### config.mk
export PLATFORM = sky130hd
export DESIGN_NAME = sobel_frame_sender
export DESIGN_NICKNAME = d
export VERILOG_FILES = /design/src/rtl/sobel_frame_sender.sv
export SDC_FILE = /design/constraint.sdc
export NUM_CORES = 1
export LEC_CHECK = 0
export CELL_PAD_IN_SITES_DETAIL_PLACEMENT = 1
export CELL_PAD_IN_SITES_GLOBAL_PLACEMENT = 1
export CORE_ASPECT_RATIO = 1.1
export CORE_MARGIN = 2
export CORE_UTILIZATION = 54
export DETAILED_ROUTE_END_ITERATION = 8
export PLACE_DENSITY = 0.87
export SLEW_MARGIN = 30
export SYNTH_ARGS = -nofsm -noshare
export SYNTH_HDL_FRONTEND = slang
export SYNTH_SLANG_ARGS = --single-unit
### constraint.sdc
create_clock -name clk -period 15 [get_ports clk]
set_clock_uncertainty 0.05 [all_clocks]
set_input_delay 3 -clock clk [delete_from_list [all_inputs] [get_ports clk]]
set_output_delay 3 -clock clk [all_outputs]
set_load 0.01 [all_outputs]
### src/rtl/sobel_frame_sender.sv
// sobel_frame_sender
// Transmit side of the image byte stream: emits a 4-byte header
// {width[7:0], width[15:8], height[7:0], height[15:8]} followed by exactly
// width*height pixel bytes taken from the Sobel stage through a small FIFO,
// paced by the UART transmitter's ready.
//
// Ports
//   clk, rst_n          system clock, synchronous active-low reset
//   start               1-cycle frame start pulse, honoured only when idle
//   width, height       frame dimensions, latched on an accepted start
//   data_in/valid_in    pixel stream in; ready_in is the accept handshake
//   data_out/valid_out  registered byte stream out; ready_out from the UART
//   busy                high whenever a frame is in progress
//   done                1-cycle pulse after the last pixel byte transferred
module sobel_frame_sender #(
    parameter int unsigned DATA_BITS  = 8,
    parameter int unsigned FIFO_DEPTH = 16
) (
    input  logic                 clk,
    input  logic                 rst_n,
    input  logic                 start,
    input  logic [15:0]          width,
    input  logic [15:0]          height,
    input  logic [DATA_BITS-1:0] data_in,
    input  logic                 valid_in,
    output logic                 ready_in,
    output logic [DATA_BITS-1:0] data_out,
    output logic                 valid_out,
    input  logic                 ready_out,
    output logic                 busy,
    output logic                 done
);
    localparam int unsigned AW = $clog2(FIFO_DEPTH);

    typedef enum logic [1:0] {
        S_IDLE,
        S_HEADER,
        S_PIXELS,
        S_FINISH
    } state_t;

    state_t               r_state;
    logic [15:0]          r_width;
    logic [15:0]          r_height;
    logic [31:0]          r_total;
    logic [31:0]          r_rx_cnt;
    logic [31:0]          r_tx_cnt;
    logic [1:0]           r_hdr_idx;
    logic [DATA_BITS-1:0] r_data_out;
    logic                 r_valid_out;
    logic                 r_done;

    logic [DATA_BITS-1:0] r_mem [FIFO_DEPTH];
    logic [AW-1:0]        r_wr_ptr;
    logic [AW-1:0]        r_rd_ptr;
    logic [AW:0]          r_count;

    logic                 w_empty;
    logic                 w_full;
    logic                 w_push;
    logic                 w_pop;
    logic                 w_tx_fire;
    logic                 w_last_tx;
    logic [7:0]           w_hdr_next;

    assign w_empty   = (r_count == '0);
    assign w_full    = (r_count == (AW+1)'(FIFO_DEPTH));
    assign ready_in  = ((r_state == S_HEADER) || (r_state == S_PIXELS)) &&
                       !w_full && (r_rx_cnt < r_total);
    assign w_push    = valid_in && ready_in;
    assign w_tx_fire = r_valid_out && ready_out;
    assign w_last_tx = (r_state == S_PIXELS) && (r_tx_cnt == r_total - 32'd1);

    // Pop whenever the output register is free or being emptied this cycle,
    // except after the final pixel: the FIFO can never hold more than total
    // pixels, so that is the only place an extra byte must be held back.
    always_comb begin
        w_pop = 1'b0;
        case (r_state)
            S_HEADER: w_pop = w_tx_fire && (r_hdr_idx == 2'd3) && !w_empty;
            S_PIXELS: w_pop = !w_empty &&
                              (!r_valid_out || (ready_out && !w_last_tx));
            default:  w_pop = 1'b0;
        endcase
    end

    // Header byte to present after the transfer of byte r_hdr_idx.
    always_comb begin
        case (r_hdr_idx)
            2'd0:    w_hdr_next = r_width[15:8];
            2'd1:    w_hdr_next = r_height[7:0];
            default: w_hdr_next = r_height[15:8];
        endcase
    end

    always_ff @(posedge clk) begin
        if (w_push) begin
            r_mem[r_wr_ptr] <= data_in;
        end
    end

    always_ff @(posedge clk) begin
        if (!rst_n) begin
            r_wr_ptr <= '0;
            r_rd_ptr <= '0;
            r_count  <= '0;
        end else begin
            if (w_push) r_wr_ptr <= r_wr_ptr + 1'b1;
            if (w_pop)  r_rd_ptr <= r_rd_ptr + 1'b1;
            r_count <= r_count + (AW+1)'(w_push) - (AW+1)'(w_pop);
        end
    end

    always_ff @(posedge clk) begin
        if (!rst_n) begin
            r_state     <= S_IDLE;
            r_width     <= '0;
            r_height    <= '0;
            r_total     <= '0;
            r_rx_cnt    <= '0;
            r_tx_cnt    <= '0;
            r_hdr_idx   <= '0;
            r_data_out  <= '0;
            r_valid_out <= 1'b0;
            r_done      <= 1'b0;
        end else begin
            r_done <= 1'b0;
            if (w_push) r_rx_cnt <= r_rx_cnt + 32'd1;

            case (r_state)
                S_IDLE: begin
                    if (start) begin
                        r_width     <= width;
                        r_height    <= height;
                        r_total     <= {16'd0, width} * {16'd0, height};
                        r_rx_cnt    <= '0;
                        r_tx_cnt    <= '0;
                        r_hdr_idx   <= '0;
                        r_data_out  <= width[7:0];
                        r_valid_out <= 1'b1;
                        r_state     <= S_HEADER;
                    end
                end

                S_HEADER: begin
                    if (w_tx_fire) begin
                        if (r_hdr_idx != 2'd3) begin
                            r_hdr_idx  <= r_hdr_idx + 2'd1;
                            r_data_out <= w_hdr_next;
                        end else if (r_total == '0) begin
                            r_valid_out <= 1'b0;
                            r_done      <= 1'b1;
                            r_state     <= S_FINISH;
                        end else begin
                            r_state <= S_PIXELS;
                            if (w_pop) begin
                                r_data_out <= r_mem[r_rd_ptr];
                            end else begin
                                r_valid_out <= 1'b0;
                            end
                        end
                    end
                end

                S_PIXELS: begin
                    if (w_tx_fire) begin
                        r_tx_cnt <= r_tx_cnt + 32'd1;
                        if (w_last_tx) begin
                            r_valid_out <= 1'b0;
                            r_done      <= 1'b1;
                            r_state     <= S_FINISH;
                        end
                    end
                    if (w_pop) begin
                        r_data_out  <= r_mem[r_rd_ptr];
                        r_valid_out <= 1'b1;
                    end else if (w_tx_fire && !w_last_tx) begin
                        r_valid_out <= 1'b0;
                    end
                end

                S_FINISH: begin
                    r_state <= S_IDLE;
                end

                default: begin
                    r_state <= S_IDLE;
                end
            endcase
        end
    end

    assign data_out  = r_data_out;
    assign valid_out = r_valid_out;
    assign busy      = (r_state != S_IDLE);
    assign done      = r_done;

endmodule

==> metrics <==
Net Sw Frac=48.0%; total grt overflow=0; Tmin final=between 10000 and 15000 ps; antenna violations before repair=2; CTS sink cnt=279; DP HPWL=49900 µm; Max Root-Sink Buffers=3; Setup CP Type=input port to flop; fillers=4412; setup violators final=0; Detailed Route Iter0 Violations=1384; Synth Flop Type=dfxtp_1; cts repair resizes=0; Yosys Warn Count=0; PD cells=210 nW/µm²; Max Transition Viols Final=0; Die ar.=42800 µm²; crit path launch type=input port; CP endpoint kind=flop; clock share of power=14.8%; deepest level of the CTS H-tree=1; Worst Path Required=15390 ps; Mapped Nets=2673; Flop pwr share=between 10% and 20%; Via Count=17.5k; drt pass-1 iters=5; commonest non-fill, non-tap cell in the layout=nand2_1; Core ar.=40400 µm²; Hold Slack=roughly 420 ps; layout net count=2673; Mapped Cells=about 2.3k; DRC=0; hold_sp=r_width[12]$_SDFFE_PN0P_; Post-DP Area=23100 µm²; Lkg Pwr=9.94 nW; Max Clock Freq=98.6 MHz; critical-path maximum fanout=17; port bufs=56; setup ws final=4860 ps; status=finished clean; mean area per synthesized cell=9.75 µm²; clock buffers created by TritonCTS=28; total negative slack=0 ps; CTS tree=built; drt wl/cell=25.0 µm; worst min path class=flop to flop; clock transition at the registers of the reported paths=70 ps; layout cells sized above 1=~5.7%; hold buffer count at CTS=0; RSZ-0062 raised after global routing=no; Tot Pwr=0.00507 W; register area share after synthesis=30.9%; initial core utilization=a little under three fifths; P_sw=0.00243 W; number of hold violations in the final report=0; Max Cap Viol=0; Rel. slew slack=33.8%; part of the cycle the worst path needs=67.6%; die width=197 µm; combinational share of power=66.3%; Ports=57; Post-Place Worst Slack=4350 ps; Int Pwr=approximately 0.0026 W; vias per cell=~6.2; post-CTS setup buffers=0; gp weighted congestion=0.915; CTS root buf=clkbuf_16; final design area excluding fillers=~24000 µm²; row cnt=77; Slew @ Worst Pin=990 ps; most frequent cells in the layout=nand2_1, inv_1, fa_1; WP data arrival=10530 ps; number of flops mapped to enable cells by yosys=roughly 130; #FFs+latches synth=between 200 and 300; Area Growth Syn to Fin=8.53%; Final ANT Viol Nets=0; Synth async-reset ratio=0%; Critical R2R Launch=r_total[0]$_SDFFE_PN0P_; vias in the first global route=19.6k; Setup crit start=height[8]; Total GRT Usage=33.9%; Post-Route WL=70400 µm; synthesized cell area=22200 µm²; Max VDD drop=205 µV; largest net degree at the start of global routing=87; Die Height=approximately 220 µm; worst skew pair latency=590 ps; first-pass GRT wire length=around 110000 µm; count of cell types in the netlist=71
## routing by layer
layer | global-route usage, % | routed length [µm]
met1 | 40.2 | 27100
met2 | 61.6 | 36200
met3 | 3.75 | 3700
met4 | 15.2 | 3480
met5 | 0 | 0
## per-stage QoR
stage               instances  util (%)
floorplan                2277         -
finish                   2812      59.7
detailed placement       2760      57.3
global placement         2760      57.3
CTS                      2811      59.7
global route             2812      59.7
## flip-flops by register name, summed over array words and instances (netlist names), named ones only
signal,count
r_mem,128
r_rx_cnt,32
r_total,32
r_tx_cnt,32
r_height,16
data_out,8
r_width,8
r_count,5
r_rd_ptr,4
r_wr_ptr,4
r_hdr_idx,2
r_state,2
done,1
valid_out,1
## cells by family after synthesis
logic type	after synthesis	synth area share, %
AOI/OAI and AO/OA	328	10.1
xor gates and xnor gates	108	4.26
adders and majority gates	351	26.4
buffers and inverters	384	6.59
DFF	279	30.9
muxes	48	4.42
and+or+nand+nor	779	17.3
## path summary, 6_finish.rpt
kind / endpoint / slack, ps / cells past startpoint
max: r_total[31]$_SDFFE_PN0P_ / 4860 / 24
min: r_width[12]$_SDFFE_PN0P_ / 420 / 2
max reg2reg: r_count[4]$_SDFF_PN0_ / 9150 / 19
min reg2reg: r_width[12]$_SDFFE_PN0P_ / 420 / 2
## synthesized netlist by cell type, types with 6 or more instances
cell	number	share of area (%)
a2111oi_0	7	0.28
a211oi_1	15	0.51
a21boi_0	35	1.2
a21o_1	31	1.0
a21oi_1	61	1.4
a22oi_1	10	0.34
a31oi_1	9	0.25
and2_1	160	4.5
and3_1	20	0.56
and4_1	6	0.24
buf_1	11	0.19
clkbuf_1	83	1.4
dfxtp_1	151	14
edfxtp_1	128	17
fa_1	195	18
ha_1	156	8.8
inv_1	282	4.8
mux2i_1	8	0.36
mux4_2	40	4.1
nand2_1	297	5.0
nand2b_1	14	0.39
nand3_1	42	0.95
nand4_1	23	0.65
nor2_1	113	1.9
nor2b_1	9	0.25
nor3_1	32	0.72
nor3b_1	7	0.24
nor4_1	8	0.23
o211ai_1	9	0.30
o21a_1	11	0.37
o21ai_0	72	1.6
o21bai_1	7	0.24
o221ai_2	6	0.41
o22ai_1	6	0.17
o31ai_1	8	0.27
o31ai_2	6	0.34
or3_1	24	0.68
or4_1	7	0.24
xnor2_1	54	2.1
xor2_1	54	2.1
## power groups by stage
stage	clock (W)	sequential (W)	combinational [W]
floorplan	0	0.000930	0.00233
global placement	0	0.000959	0.00310
detailed placement	0	0.000966	0.00327
CTS	0.000753	0.000954	0.00333
global route	0.000777	0.000964	0.00373
finish	0.000750	0.000959	0.00336
## worst max-delay path, cell delays in order
cell             delay, ps
clkdlybuf4s50_1       1060
nand2_1                200
fa_1                   560
inv_1                   50
fa_1                   500
inv_1                   60
fa_1                   570
inv_1                   70
fa_1                   480
fa_1                   510
inv_1                   60
fa_1                   480
inv_1                   40
ha_1                   300
a21oi_1                150
nand2_1                 90
a211oi_1               230
nor2_1                 150
a2111oi_1              770
o21ai_0                270
or3_1                  380
a31oi_1                240
mux2i_1                200
a21boi_0               100
## area by class of cell
class | instances | area, µm² | share of cell area (%)
multi-input cells | 1614 | 13900 | 57.7
flip-flops and latches | 279 | 6870 | 28.5
inverters | 282 | 1060 | 4.39
clock buffers | 37 | 744 | 3.09
repair buffers | 72 | 661 | 2.74
well taps | 513 | 642 | 2.66
clock inverters | 14 | 224 | 0.929
diodes | 1 | 2.50 | 0.0104
Power figures use the tool's default switching activity.
